[src/rtl/ysyx_24110015_pkg.sv]
// ---------------------------------------------------------------------------
// ysyx_24110015_pkg
// Shared definitions for the core's AXI4-Lite plumbing:
//   arb_state_t        - arbiter FSM states
//   AXI_RESP_OKAY      - xRESP encoding for a normal completion
//   AXI_RESP_SLVERR    - xRESP encoding for a slave error
//   LSU_FIRST_DEFAULT  - default tie-break (1: LSU wins simultaneous requests)
// ---------------------------------------------------------------------------
package ysyx_24110015_pkg;

  typedef enum logic [2:0] {
    IDLE  = 3'd0,
    RADDR = 3'd1,
    RDATA = 3'd2,
    WADDR = 3'd3,
    WRESP = 3'd4
  } arb_state_t;

  localparam logic [1:0] AXI_RESP_OKAY   = 2'b00;
  localparam logic [1:0] AXI_RESP_SLVERR = 2'b10;

  localparam bit LSU_FIRST_DEFAULT = 1'b1;

endpackage

[src/rtl/axi_lite_if.sv]
// ---------------------------------------------------------------------------
// axi_lite_if
// AXI4-Lite channel bundle used between IFU/LSU, the arbiter and the xbar.
//   ADDR_W - address width of AR/AW
//   DATA_W - data width of R/W; wstrb is DATA_W/8 bits
// Modports:
//   master - drives AR/AW/W valids+payload and R/B readies
//   slave  - drives AR/AW/W readies and R/B valids+payload
// ---------------------------------------------------------------------------
interface axi_lite_if #(
  parameter int ADDR_W = 32,
  parameter int DATA_W = 32
);
  logic              arvalid;
  logic              arready;
  logic [ADDR_W-1:0] araddr;
  logic [2:0]        arsize;

  logic              rvalid;
  logic              rready;
  logic [DATA_W-1:0] rdata;
  logic [1:0]        rresp;

  logic              awvalid;
  logic              awready;
  logic [ADDR_W-1:0] awaddr;
  logic [2:0]        awsize;

  logic                wvalid;
  logic                wready;
  logic [DATA_W-1:0]   wdata;
  logic [DATA_W/8-1:0] wstrb;
  logic                wlast;

  logic       bvalid;
  logic       bready;
  logic [1:0] bresp;

  modport master (
    output arvalid, araddr, arsize, input  arready,
    input  rvalid, rdata, rresp,    output rready,
    output awvalid, awaddr, awsize, input  awready,
    output wvalid, wdata, wstrb, wlast, input wready,
    input  bvalid, bresp,           output bready
  );

  modport slave (
    input  arvalid, araddr, arsize, output arready,
    output rvalid, rdata, rresp,    input  rready,
    input  awvalid, awaddr, awsize, output awready,
    input  wvalid, wdata, wstrb, wlast, output wready,
    output bvalid, bresp,           input  bready
  );
endinterface

[src/rtl/ysyx_24110015_axi_arbiter.sv]
// ---------------------------------------------------------------------------
// ysyx_24110015_axi_arbiter
// Two-master / one-slave AXI4-Lite arbiter. One transaction in flight; the
// grant is locked from request until the R or B handshake, so one master's
// AR/R or AW/W/B sequence is never interleaved with the other's.
// Ports:
//   clk   - clock, rising edge
//   rst   - asynchronous active-low reset
//   m0    - IFU master port (slave modport)
//   m1    - LSU master port (slave modport)
//   s     - downstream port toward the xbar (master modport)
//   busy  - high whenever the FSM is not IDLE
//   grant - owning master (0 = m0, 1 = m1), meaningful while busy
// ---------------------------------------------------------------------------
module ysyx_24110015_axi_arbiter
  import ysyx_24110015_pkg::*;
#(
  parameter int ADDR_W    = 32,
  parameter int DATA_W    = 32,
  parameter bit LSU_FIRST = LSU_FIRST_DEFAULT
) (
  input  logic       clk,
  input  logic       rst,
  axi_lite_if.slave  m0,
  axi_lite_if.slave  m1,
  axi_lite_if.master s,
  output logic       busy,
  output logic       grant
);

  arb_state_t st_reg, st_next;
  logic own_reg, own_next;
  logic aw_done_reg, aw_done_next;
  logic w_done_reg, w_done_next;

  // Owner's request-side signals
  logic                sel_arvalid;
  logic [ADDR_W-1:0]   sel_araddr;
  logic [2:0]          sel_arsize;
  logic                sel_rready;
  logic                sel_awvalid;
  logic [ADDR_W-1:0]   sel_awaddr;
  logic [2:0]          sel_awsize;
  logic                sel_wvalid;
  logic [DATA_W-1:0]   sel_wdata;
  logic [DATA_W/8-1:0] sel_wstrb;
  logic                sel_wlast;
  logic                sel_bready;

  // Slave-side responses qualified by state, before routing to the owner
  logic              rsp_arready;
  logic              rsp_rvalid;
  logic [DATA_W-1:0] rsp_rdata;
  logic [1:0]        rsp_rresp;
  logic              rsp_awready;
  logic              rsp_wready;
  logic              rsp_bvalid;
  logic [1:0]        rsp_bresp;

  logic req0, req1, win;
  logic aw_hs, w_hs;

  // -------------------------------------------------------------------------
  // State register
  // -------------------------------------------------------------------------
  always_ff @(posedge clk or negedge rst) begin
    if (!rst) begin
      st_reg      <= IDLE;
      own_reg     <= 1'b0;
      aw_done_reg <= 1'b0;
      w_done_reg  <= 1'b0;
    end else begin
      st_reg      <= st_next;
      own_reg     <= own_next;
      aw_done_reg <= aw_done_next;
      w_done_reg  <= w_done_next;
    end
  end

  // -------------------------------------------------------------------------
  // Owner mux on the request side
  // -------------------------------------------------------------------------
  always_comb begin
    if (own_reg) begin
      sel_arvalid = m1.arvalid;
      sel_araddr  = m1.araddr;
      sel_arsize  = m1.arsize;
      sel_rready  = m1.rready;
      sel_awvalid = m1.awvalid;
      sel_awaddr  = m1.awaddr;
      sel_awsize  = m1.awsize;
      sel_wvalid  = m1.wvalid;
      sel_wdata   = m1.wdata;
      sel_wstrb   = m1.wstrb;
      sel_wlast   = m1.wlast;
      sel_bready  = m1.bready;
    end else begin
      sel_arvalid = m0.arvalid;
      sel_araddr  = m0.araddr;
      sel_arsize  = m0.arsize;
      sel_rready  = m0.rready;
      sel_awvalid = m0.awvalid;
      sel_awaddr  = m0.awaddr;
      sel_awsize  = m0.awsize;
      sel_wvalid  = m0.wvalid;
      sel_wdata   = m0.wdata;
      sel_wstrb   = m0.wstrb;
      sel_wlast   = m0.wlast;
      sel_bready  = m0.bready;
    end
  end

  // -------------------------------------------------------------------------
  // Downstream drive: only the channel belonging to the current state is
  // opened; everything else is held at zero.
  // -------------------------------------------------------------------------
  always_comb begin
    s.arvalid = 1'b0;
    s.araddr  = '0;
    s.arsize  = '0;
    s.rready  = 1'b0;
    s.awvalid = 1'b0;
    s.awaddr  = '0;
    s.awsize  = '0;
    s.wvalid  = 1'b0;
    s.wdata   = '0;
    s.wstrb   = '0;
    s.wlast   = 1'b0;
    s.bready  = 1'b0;
    case (st_reg)
      RADDR: begin
        s.arvalid = sel_arvalid;
        s.araddr  = sel_araddr;
        s.arsize  = sel_arsize;
      end
      RDATA: s.rready = sel_rready;
      WADDR: begin
        // A channel that already handshook must not present a second beat.
        s.awvalid = sel_awvalid & ~aw_done_reg;
        s.awaddr  = sel_awaddr;
        s.awsize  = sel_awsize;
        s.wvalid  = sel_wvalid & ~w_done_reg;
        s.wdata   = sel_wdata;
        s.wstrb   = sel_wstrb;
        s.wlast   = sel_wlast;
      end
      WRESP: s.bready = sel_bready;
      default: ;
    endcase
  end

  // -------------------------------------------------------------------------
  // Slave responses qualified by state
  // -------------------------------------------------------------------------
  always_comb begin
    rsp_arready = (st_reg == RADDR) & s.arready;
    rsp_rvalid  = (st_reg == RDATA) & s.rvalid;
    rsp_rdata   = (st_reg == RDATA) ? s.rdata : '0;
    rsp_rresp   = (st_reg == RDATA) ? s.rresp : AXI_RESP_OKAY;
    rsp_awready = (st_reg == WADDR) & ~aw_done_reg & s.awready;
    rsp_wready  = (st_reg == WADDR) & ~w_done_reg & s.wready;
    rsp_bvalid  = (st_reg == WRESP) & s.bvalid;
    rsp_bresp   = (st_reg == WRESP) ? s.bresp : AXI_RESP_OKAY;
  end

  // -------------------------------------------------------------------------
  // Route responses to the owner; the other master sees all zeros.
  // -------------------------------------------------------------------------
  always_comb begin
    m0.arready = ~own_reg & rsp_arready;
    m0.rvalid  = ~own_reg & rsp_rvalid;
    m0.rdata   = own_reg ? '0 : rsp_rdata;
    m0.rresp   = own_reg ? AXI_RESP_OKAY : rsp_rresp;
    m0.awready = ~own_reg & rsp_awready;
    m0.wready  = ~own_reg & rsp_wready;
    m0.bvalid  = ~own_reg & rsp_bvalid;
    m0.bresp   = own_reg ? AXI_RESP_OKAY : rsp_bresp;

    m1.arready = own_reg & rsp_arready;
    m1.rvalid  = own_reg & rsp_rvalid;
    m1.rdata   = own_reg ? rsp_rdata : '0;
    m1.rresp   = own_reg ? rsp_rresp : AXI_RESP_OKAY;
    m1.awready = own_reg & rsp_awready;
    m1.wready  = own_reg & rsp_wready;
    m1.bvalid  = own_reg & rsp_bvalid;
    m1.bresp   = own_reg ? rsp_bresp : AXI_RESP_OKAY;
  end

  // -------------------------------------------------------------------------
  // Next-state logic
  // -------------------------------------------------------------------------
  always_comb begin
    st_next      = st_reg;
    own_next     = own_reg;
    aw_done_next = aw_done_reg;
    w_done_next  = w_done_reg;

    req0 = m0.arvalid | m0.awvalid;
    req1 = m1.arvalid | m1.awvalid;
    win  = (req0 & req1) ? LSU_FIRST : req1;

    aw_hs = (st_reg == WADDR) & sel_awvalid & ~aw_done_reg & s.awready;
    w_hs  = (st_reg == WADDR) & sel_wvalid & ~w_done_reg & s.wready;

    case (st_reg)
      IDLE: begin
        if (req0 | req1) begin
          own_next = win;
          // Reads take priority over writes within the winning master.
          if (win ? m1.arvalid : m0.arvalid) st_next = RADDR;
          else                               st_next = WADDR;
        end
      end
      RADDR: if (sel_arvalid & s.arready) st_next = RDATA;
      RDATA: if (s.rvalid & sel_rready)   st_next = IDLE;
      WADDR: begin
        if ((aw_done_reg | aw_hs) & (w_done_reg | w_hs)) begin
          st_next      = WRESP;
          aw_done_next = 1'b0;
          w_done_next  = 1'b0;
        end else begin
          aw_done_next = aw_done_reg | aw_hs;
          w_done_next  = w_done_reg | w_hs;
        end
      end
      WRESP: if (s.bvalid & sel_bready) st_next = IDLE;
      default: st_next = IDLE;
    endcase
  end

  assign busy  = (st_reg != IDLE);
  assign grant = own_reg;

endmodule

[src/flat_wrapper.sv]
// flat-port wrapper written by rule: the top's interface ports become plain ports
module ysyx_24110015_axi_arbiter_flat import ysyx_24110015_pkg::*;
#(
  parameter int ADDR_W    = 32,
  parameter int DATA_W    = 32,
  parameter bit LSU_FIRST = LSU_FIRST_DEFAULT
)
  (clk, rst, busy, grant, m0_arvalid, m0_araddr, m0_arsize, m0_arready, m0_rvalid, m0_rdata, m0_rresp, m0_rready, m0_awvalid, m0_awaddr, m0_awsize, m0_awready, m0_wvalid, m0_wdata, m0_wstrb, m0_wlast, m0_wready, m0_bvalid, m0_bresp, m0_bready, m1_arvalid, m1_araddr, m1_arsize, m1_arready, m1_rvalid, m1_rdata, m1_rresp, m1_rready, m1_awvalid, m1_awaddr, m1_awsize, m1_awready, m1_wvalid, m1_wdata, m1_wstrb, m1_wlast, m1_wready, m1_bvalid, m1_bresp, m1_bready, s_arvalid, s_araddr, s_arsize, s_arready, s_rvalid, s_rdata, s_rresp, s_rready, s_awvalid, s_awaddr, s_awsize, s_awready, s_wvalid, s_wdata, s_wstrb, s_wlast, s_wready, s_bvalid, s_bresp, s_bready);
  axi_lite_if #(.ADDR_W(ADDR_W), .DATA_W(DATA_W)) m0_i ();
  axi_lite_if #(.ADDR_W(ADDR_W), .DATA_W(DATA_W)) m1_i ();
  axi_lite_if #(.ADDR_W(ADDR_W), .DATA_W(DATA_W)) s_i ();
  input  logic clk;
  input  logic rst;
  output logic busy;
  output logic grant;
  input wire logic [$bits(m0_i.arvalid)-1:0] m0_arvalid;
  input wire logic [$bits(m0_i.araddr)-1:0] m0_araddr;
  input wire logic [$bits(m0_i.arsize)-1:0] m0_arsize;
  output wire logic [$bits(m0_i.arready)-1:0] m0_arready;
  output wire logic [$bits(m0_i.rvalid)-1:0] m0_rvalid;
  output wire logic [$bits(m0_i.rdata)-1:0] m0_rdata;
  output wire logic [$bits(m0_i.rresp)-1:0] m0_rresp;
  input wire logic [$bits(m0_i.rready)-1:0] m0_rready;
  input wire logic [$bits(m0_i.awvalid)-1:0] m0_awvalid;
  input wire logic [$bits(m0_i.awaddr)-1:0] m0_awaddr;
  input wire logic [$bits(m0_i.awsize)-1:0] m0_awsize;
  output wire logic [$bits(m0_i.awready)-1:0] m0_awready;
  input wire logic [$bits(m0_i.wvalid)-1:0] m0_wvalid;
  input wire logic [$bits(m0_i.wdata)-1:0] m0_wdata;
  input wire logic [$bits(m0_i.wstrb)-1:0] m0_wstrb;
  input wire logic [$bits(m0_i.wlast)-1:0] m0_wlast;
  output wire logic [$bits(m0_i.wready)-1:0] m0_wready;
  output wire logic [$bits(m0_i.bvalid)-1:0] m0_bvalid;
  output wire logic [$bits(m0_i.bresp)-1:0] m0_bresp;
  input wire logic [$bits(m0_i.bready)-1:0] m0_bready;
  input wire logic [$bits(m1_i.arvalid)-1:0] m1_arvalid;
  input wire logic [$bits(m1_i.araddr)-1:0] m1_araddr;
  input wire logic [$bits(m1_i.arsize)-1:0] m1_arsize;
  output wire logic [$bits(m1_i.arready)-1:0] m1_arready;
  output wire logic [$bits(m1_i.rvalid)-1:0] m1_rvalid;
  output wire logic [$bits(m1_i.rdata)-1:0] m1_rdata;
  output wire logic [$bits(m1_i.rresp)-1:0] m1_rresp;
  input wire logic [$bits(m1_i.rready)-1:0] m1_rready;
  input wire logic [$bits(m1_i.awvalid)-1:0] m1_awvalid;
  input wire logic [$bits(m1_i.awaddr)-1:0] m1_awaddr;
  input wire logic [$bits(m1_i.awsize)-1:0] m1_awsize;
  output wire logic [$bits(m1_i.awready)-1:0] m1_awready;
  input wire logic [$bits(m1_i.wvalid)-1:0] m1_wvalid;
  input wire logic [$bits(m1_i.wdata)-1:0] m1_wdata;
  input wire logic [$bits(m1_i.wstrb)-1:0] m1_wstrb;
  input wire logic [$bits(m1_i.wlast)-1:0] m1_wlast;
  output wire logic [$bits(m1_i.wready)-1:0] m1_wready;
  output wire logic [$bits(m1_i.bvalid)-1:0] m1_bvalid;
  output wire logic [$bits(m1_i.bresp)-1:0] m1_bresp;
  input wire logic [$bits(m1_i.bready)-1:0] m1_bready;
  output wire logic [$bits(s_i.arvalid)-1:0] s_arvalid;
  output wire logic [$bits(s_i.araddr)-1:0] s_araddr;
  output wire logic [$bits(s_i.arsize)-1:0] s_arsize;
  input wire logic [$bits(s_i.arready)-1:0] s_arready;
  input wire logic [$bits(s_i.rvalid)-1:0] s_rvalid;
  input wire logic [$bits(s_i.rdata)-1:0] s_rdata;
  input wire logic [$bits(s_i.rresp)-1:0] s_rresp;
  output wire logic [$bits(s_i.rready)-1:0] s_rready;
  output wire logic [$bits(s_i.awvalid)-1:0] s_awvalid;
  output wire logic [$bits(s_i.awaddr)-1:0] s_awaddr;
  output wire logic [$bits(s_i.awsize)-1:0] s_awsize;
  input wire logic [$bits(s_i.awready)-1:0] s_awready;
  output wire logic [$bits(s_i.wvalid)-1:0] s_wvalid;
  output wire logic [$bits(s_i.wdata)-1:0] s_wdata;
  output wire logic [$bits(s_i.wstrb)-1:0] s_wstrb;
  output wire logic [$bits(s_i.wlast)-1:0] s_wlast;
  input wire logic [$bits(s_i.wready)-1:0] s_wready;
  input wire logic [$bits(s_i.bvalid)-1:0] s_bvalid;
  input wire logic [$bits(s_i.bresp)-1:0] s_bresp;
  output wire logic [$bits(s_i.bready)-1:0] s_bready;
  assign m0_i.arvalid = m0_arvalid;
  assign m0_i.araddr = m0_araddr;
  assign m0_i.arsize = m0_arsize;
  assign m0_arready = m0_i.arready;
  assign m0_rvalid = m0_i.rvalid;
  assign m0_rdata = m0_i.rdata;
  assign m0_rresp = m0_i.rresp;
  assign m0_i.rready = m0_rready;
  assign m0_i.awvalid = m0_awvalid;
  assign m0_i.awaddr = m0_awaddr;
  assign m0_i.awsize = m0_awsize;
  assign m0_awready = m0_i.awready;
  assign m0_i.wvalid = m0_wvalid;
  assign m0_i.wdata = m0_wdata;
  assign m0_i.wstrb = m0_wstrb;
  assign m0_i.wlast = m0_wlast;
  assign m0_wready = m0_i.wready;
  assign m0_bvalid = m0_i.bvalid;
  assign m0_bresp = m0_i.bresp;
  assign m0_i.bready = m0_bready;
  assign m1_i.arvalid = m1_arvalid;
  assign m1_i.araddr = m1_araddr;
  assign m1_i.arsize = m1_arsize;
  assign m1_arready = m1_i.arready;
  assign m1_rvalid = m1_i.rvalid;
  assign m1_rdata = m1_i.rdata;
  assign m1_rresp = m1_i.rresp;
  assign m1_i.rready = m1_rready;
  assign m1_i.awvalid = m1_awvalid;
  assign m1_i.awaddr = m1_awaddr;
  assign m1_i.awsize = m1_awsize;
  assign m1_awready = m1_i.awready;
  assign m1_i.wvalid = m1_wvalid;
  assign m1_i.wdata = m1_wdata;
  assign m1_i.wstrb = m1_wstrb;
  assign m1_i.wlast = m1_wlast;
  assign m1_wready = m1_i.wready;
  assign m1_bvalid = m1_i.bvalid;
  assign m1_bresp = m1_i.bresp;
  assign m1_i.bready = m1_bready;
  assign s_arvalid = s_i.arvalid;
  assign s_araddr = s_i.araddr;
  assign s_arsize = s_i.arsize;
  assign s_i.arready = s_arready;
  assign s_i.rvalid = s_rvalid;
  assign s_i.rdata = s_rdata;
  assign s_i.rresp = s_rresp;
  assign s_rready = s_i.rready;
  assign s_awvalid = s_i.awvalid;
  assign s_awaddr = s_i.awaddr;
  assign s_awsize = s_i.awsize;
  assign s_i.awready = s_awready;
  assign s_wvalid = s_i.wvalid;
  assign s_wdata = s_i.wdata;
  assign s_wstrb = s_i.wstrb;
  assign s_wlast = s_i.wlast;
  assign s_i.wready = s_wready;
  assign s_i.bvalid = s_bvalid;
  assign s_i.bresp = s_bresp;
  assign s_bready = s_i.bready;
  ysyx_24110015_axi_arbiter #(.ADDR_W(ADDR_W), .DATA_W(DATA_W), .LSU_FIRST(LSU_FIRST)) u_core (.clk(clk), .rst(rst), .m0(m0_i), .m1(m1_i), .s(s_i), .busy(busy), .grant(grant));
endmodule
[config.mk]
export PLATFORM = sky130hd
export DESIGN_NAME = ysyx_24110015_axi_arbiter_flat
export DESIGN_NICKNAME = d
export VERILOG_FILES = /design/src/rtl/ysyx_24110015_pkg.sv /design/src/rtl/axi_lite_if.sv /design/src/rtl/ysyx_24110015_axi_arbiter.sv /design/src/flat_wrapper.sv
export SDC_FILE = /design/constraint.sdc
export NUM_CORES = 1
export LEC_CHECK = 0
export BUFFER_PORTS_ARGS = -buffer_cell sky130_fd_sc_hd__clkbuf_2
export CELL_PAD_IN_SITES_DETAIL_PLACEMENT = 1
export CELL_PAD_IN_SITES_GLOBAL_PLACEMENT = 2
export CORE_AREA = 4 4 178 180
export DETAILED_ROUTE_END_ITERATION = 12
export DIE_AREA = 0 0 182 184
export GPL_TIMING_DRIVEN = 1
export PLACE_DENSITY = 0.67
export SYNTH_ARGS = -nofsm -noshare
export SYNTH_HDL_FRONTEND = slang
export SYNTH_SLANG_ARGS = --single-unit
[constraint.sdc]
create_clock -name clk -period 2.63 [get_ports clk]
set_clock_uncertainty 0.2 [all_clocks]
set_input_delay 0.3945 -clock clk [delete_from_list [all_inputs] [get_ports clk]]
set_output_delay 0.3945 -clock clk [all_outputs]
set_load 0.1 [all_outputs]
==> results.json <==
{
  "clk_latency_ns": 0.23,
  "status": "finished clean",
  "finalCritPeriodShare": 0.970,
  "max_freq_mhz": 392,
  "synth_common_cells": "nor2_1 (119), mux2i_1 (110), and2_1 (70)",
  "maxSlewViolCount": 0,
  "synth_area_sq_um": 2640,
  "clockBufferDepth": 2,
  "yosysTopAreaCellShare": 0.417,
  "cp_slowest_cell": "or3b_4",
  "die-area_sq_um": 33500,
  "p_leak_nw": 4.40,
  "post-place-ws_ns": 0.315,
  "layout-drive-gt1-share": 0.819,
  "cts_sinks": 6,
  "worstMarginPinSlew_ns": 0.567,
  "cp_top_family": "simple AND/OR/NAND/NOR gates",
  "overflow": 0,
  "synth_seq_cells": 6,
  "synth-edff-count": 0,
  "ys_types": 32,
  "cp_slowest_stage_delay_ns": 0.57,
  "relSlewSlack": 0.621,
  "cts-htree-levels": 1,
  "drv_cap": 0,
  "avgRoutedWirePerCell_um": 16.5,
  "critPathKind": "register to output port",
  "cp-start-kind": "register",
  "yosys.area_share.simple": 0.401,
  "wl_met2_mm": 11.2,
  "avgSynthCellArea_sq_um": 6.77,
  "pin_count": 463,
  "clockRootBuffer": "clkbuf_16",
  "num_rows": 64,
  "final_cell_area_sq_um": 9520,
  "finalHoldViolations": 0,
  "fin_tns_setup_ns": 0,
  "grtUsageTotal": 0.114,
  "largest_reg_flops": 3,
  "rsz0062_at_grt": "no",
  "netlist_instances": 390,
  "drt_wl_total_mm": 20.7,
  "path_buf_inv": 2,
  "synth_compound_area_frac": 0.0384,
  "area_growth_pct": 260,
  "setup_viol": 0,
  "synthFlopType": "dfrtp_1",
  "fin_nets": 1125,
  "ys_seq_area_frac": 0.0568,
  "syn_nets": 657,
  "synth_area_leaders": "mux2i_1 (42%), nor2_1 (17%), and2_1 (17%)",
  "worst_slack_ns": 0.0792,
  "synth_adder_area_share": 0,
  "cts_tree": "yes",
  "synthXorXnorAreaFrac": 0,
  "numCtsBuffers": 3,
  "synth.largest_area_cell": "mux2i_1",
  "via_per_inst": 3.69,
  "die_w_um": 182,
  "antenna_left": 0,
  "synth_mux_area_frac": 0.431,
  "vias": 4625,
  "dpl.hpwl_mm": 19.2,
  "worstPathRequired_ns": 2.04,
  "clkTransAtPathRegs_ns": 0.04,
  "path_max_fanout": 11,
  "drtIter0Drc": 40,
  "synth.most_common_cell": "nor2_1",
  "vdd_drop_max_v": 0.000376,
  "grt_pass1_vias": 5104,
  "met1Wirelength_mm": 7.40,
  "crit_chain": "or3b_4 -> buf_4 -> nor2_4 -> buf_12",
  "holdCritPathClass": "primary input to register",
  "antenna_found_initial": 3,
  "initial_core_util": 0.0875,
  "grt_pass1_wl_mm": 30.4,
  "place_congestion": 0.796,
  "async_reset_ff_frac": 1.00,
  "dr.pass1.iters": 4,
  "crit_arrival_ns": 1.96,
  "ys_warn_count": 0,
  "numPortBuffers": 462,
  "p_per_area_nw_per_um2": 1120,
  "cp-end-kind": "output port",
  "synth_top_family_by_area": "multiplexers",
  "grt_max_degree": 35,
  "dr_wl_met3_mm": 1.80,
  "placed_cell_area_sq_um": 9370,
  "min_period_ns": 2.55,
  "drc": 0,
  "fin_hold_ws_ns": 0.275,
  "core_area_sq_um": 30200,
  "die_height_um": 184,
  "top_layer": "met5"
}
==> worst paths after layout <==
check,from,endpoint,slack (ns),depth (start not counted)
worst max register to register,u_core.grant,u_core.st_reg[1],0.40,6
max in group asynchronous,rst,u_core.grant,1.69,2
worst max-delay path,u_core.st_reg[0],s_araddr[5],0.08,4
worst min register to register,u_core.w_done_reg,u_core.w_done_reg,0.32,1
min in group asynchronous,rst,u_core.grant,0.36,2
worst min-delay path,m1_arvalid,u_core.grant,0.28,3
==> placed cells by master, fill, tap and decap left out, types with 3 or more instances in the layout <==
master     count
clkbuf_2     268
buf_12       192
mux2i_1      110
nor2_4       107
and2_2        64
buf_4         37
nor2_1         9
and3_2         8
inv_1          7
and2_1         6
nor3_4         6
nor2_2         5
dfrtp_1        4
a21oi_1        3
clkbuf_16      3
==> cell families after synthesis <==
logic type / after synthesis
compound gates: 13
buf+inv: 42
flops: 6
mux: 113
simple gates: 216
==> cell type report <==
cell class,count,area [sq um]
inverters,7,26.3
diodes,1,2.50
clock buffers,4,78.8
flip-flops and latches,6,155
well taps,396,495
fillers,3431,20700
multi-input cells,342,3290
repair buffers,498,5470
==> metrics by stage <==
| step | power (W) | cells | util |
|---|---|---|---|
| floorplan | 0.00699 | 390 | - |
| global placement | 0.0104 | 1241 | 0.310 |
| detailed placement | 0.0105 | 1241 | 0.310 |
| CTS | 0.0107 | 1246 | 0.313 |
| global route | 0.0110 | 1253 | 0.315 |
| finish | 0.0106 | 1254 | 0.315 |
==> tightest hold or removal path: cells and delay by family <==
| kind | cells | cell delay, ns |
|---|---|---|
| buffers and inverters | 1 | 0.10 |
| and+or+nand+nor | 1 | 0.08 |
| AOI/OAI and AO/OA | 1 | 0.08 |
==> per-layer routing <==
metal,vias to the layer above,GRT usage
li1,2240,-
met1,2147,0.127
met2,215,0.215
met3,19,0.0382
met4,4,0.0183
met5,-,0
==> power breakdown <==
group          total [W]  switching (W)  internal (W)
sequential      0.000241      0.0000965      0.000145
clock           0.000258      0.0000565      0.000202
combinational     0.0101        0.00658       0.00356
==> what timing repair did <==
item                                    in CTS  in global routing
hold buffers                                 1                  0
setup buffers                                0                  7
endpoints found under the setup margin       0                  4
endpoints found under the hold margin        6                  0
gates resized for setup                      0                  2
Note: power is estimated with default switching activity, not from simulation.
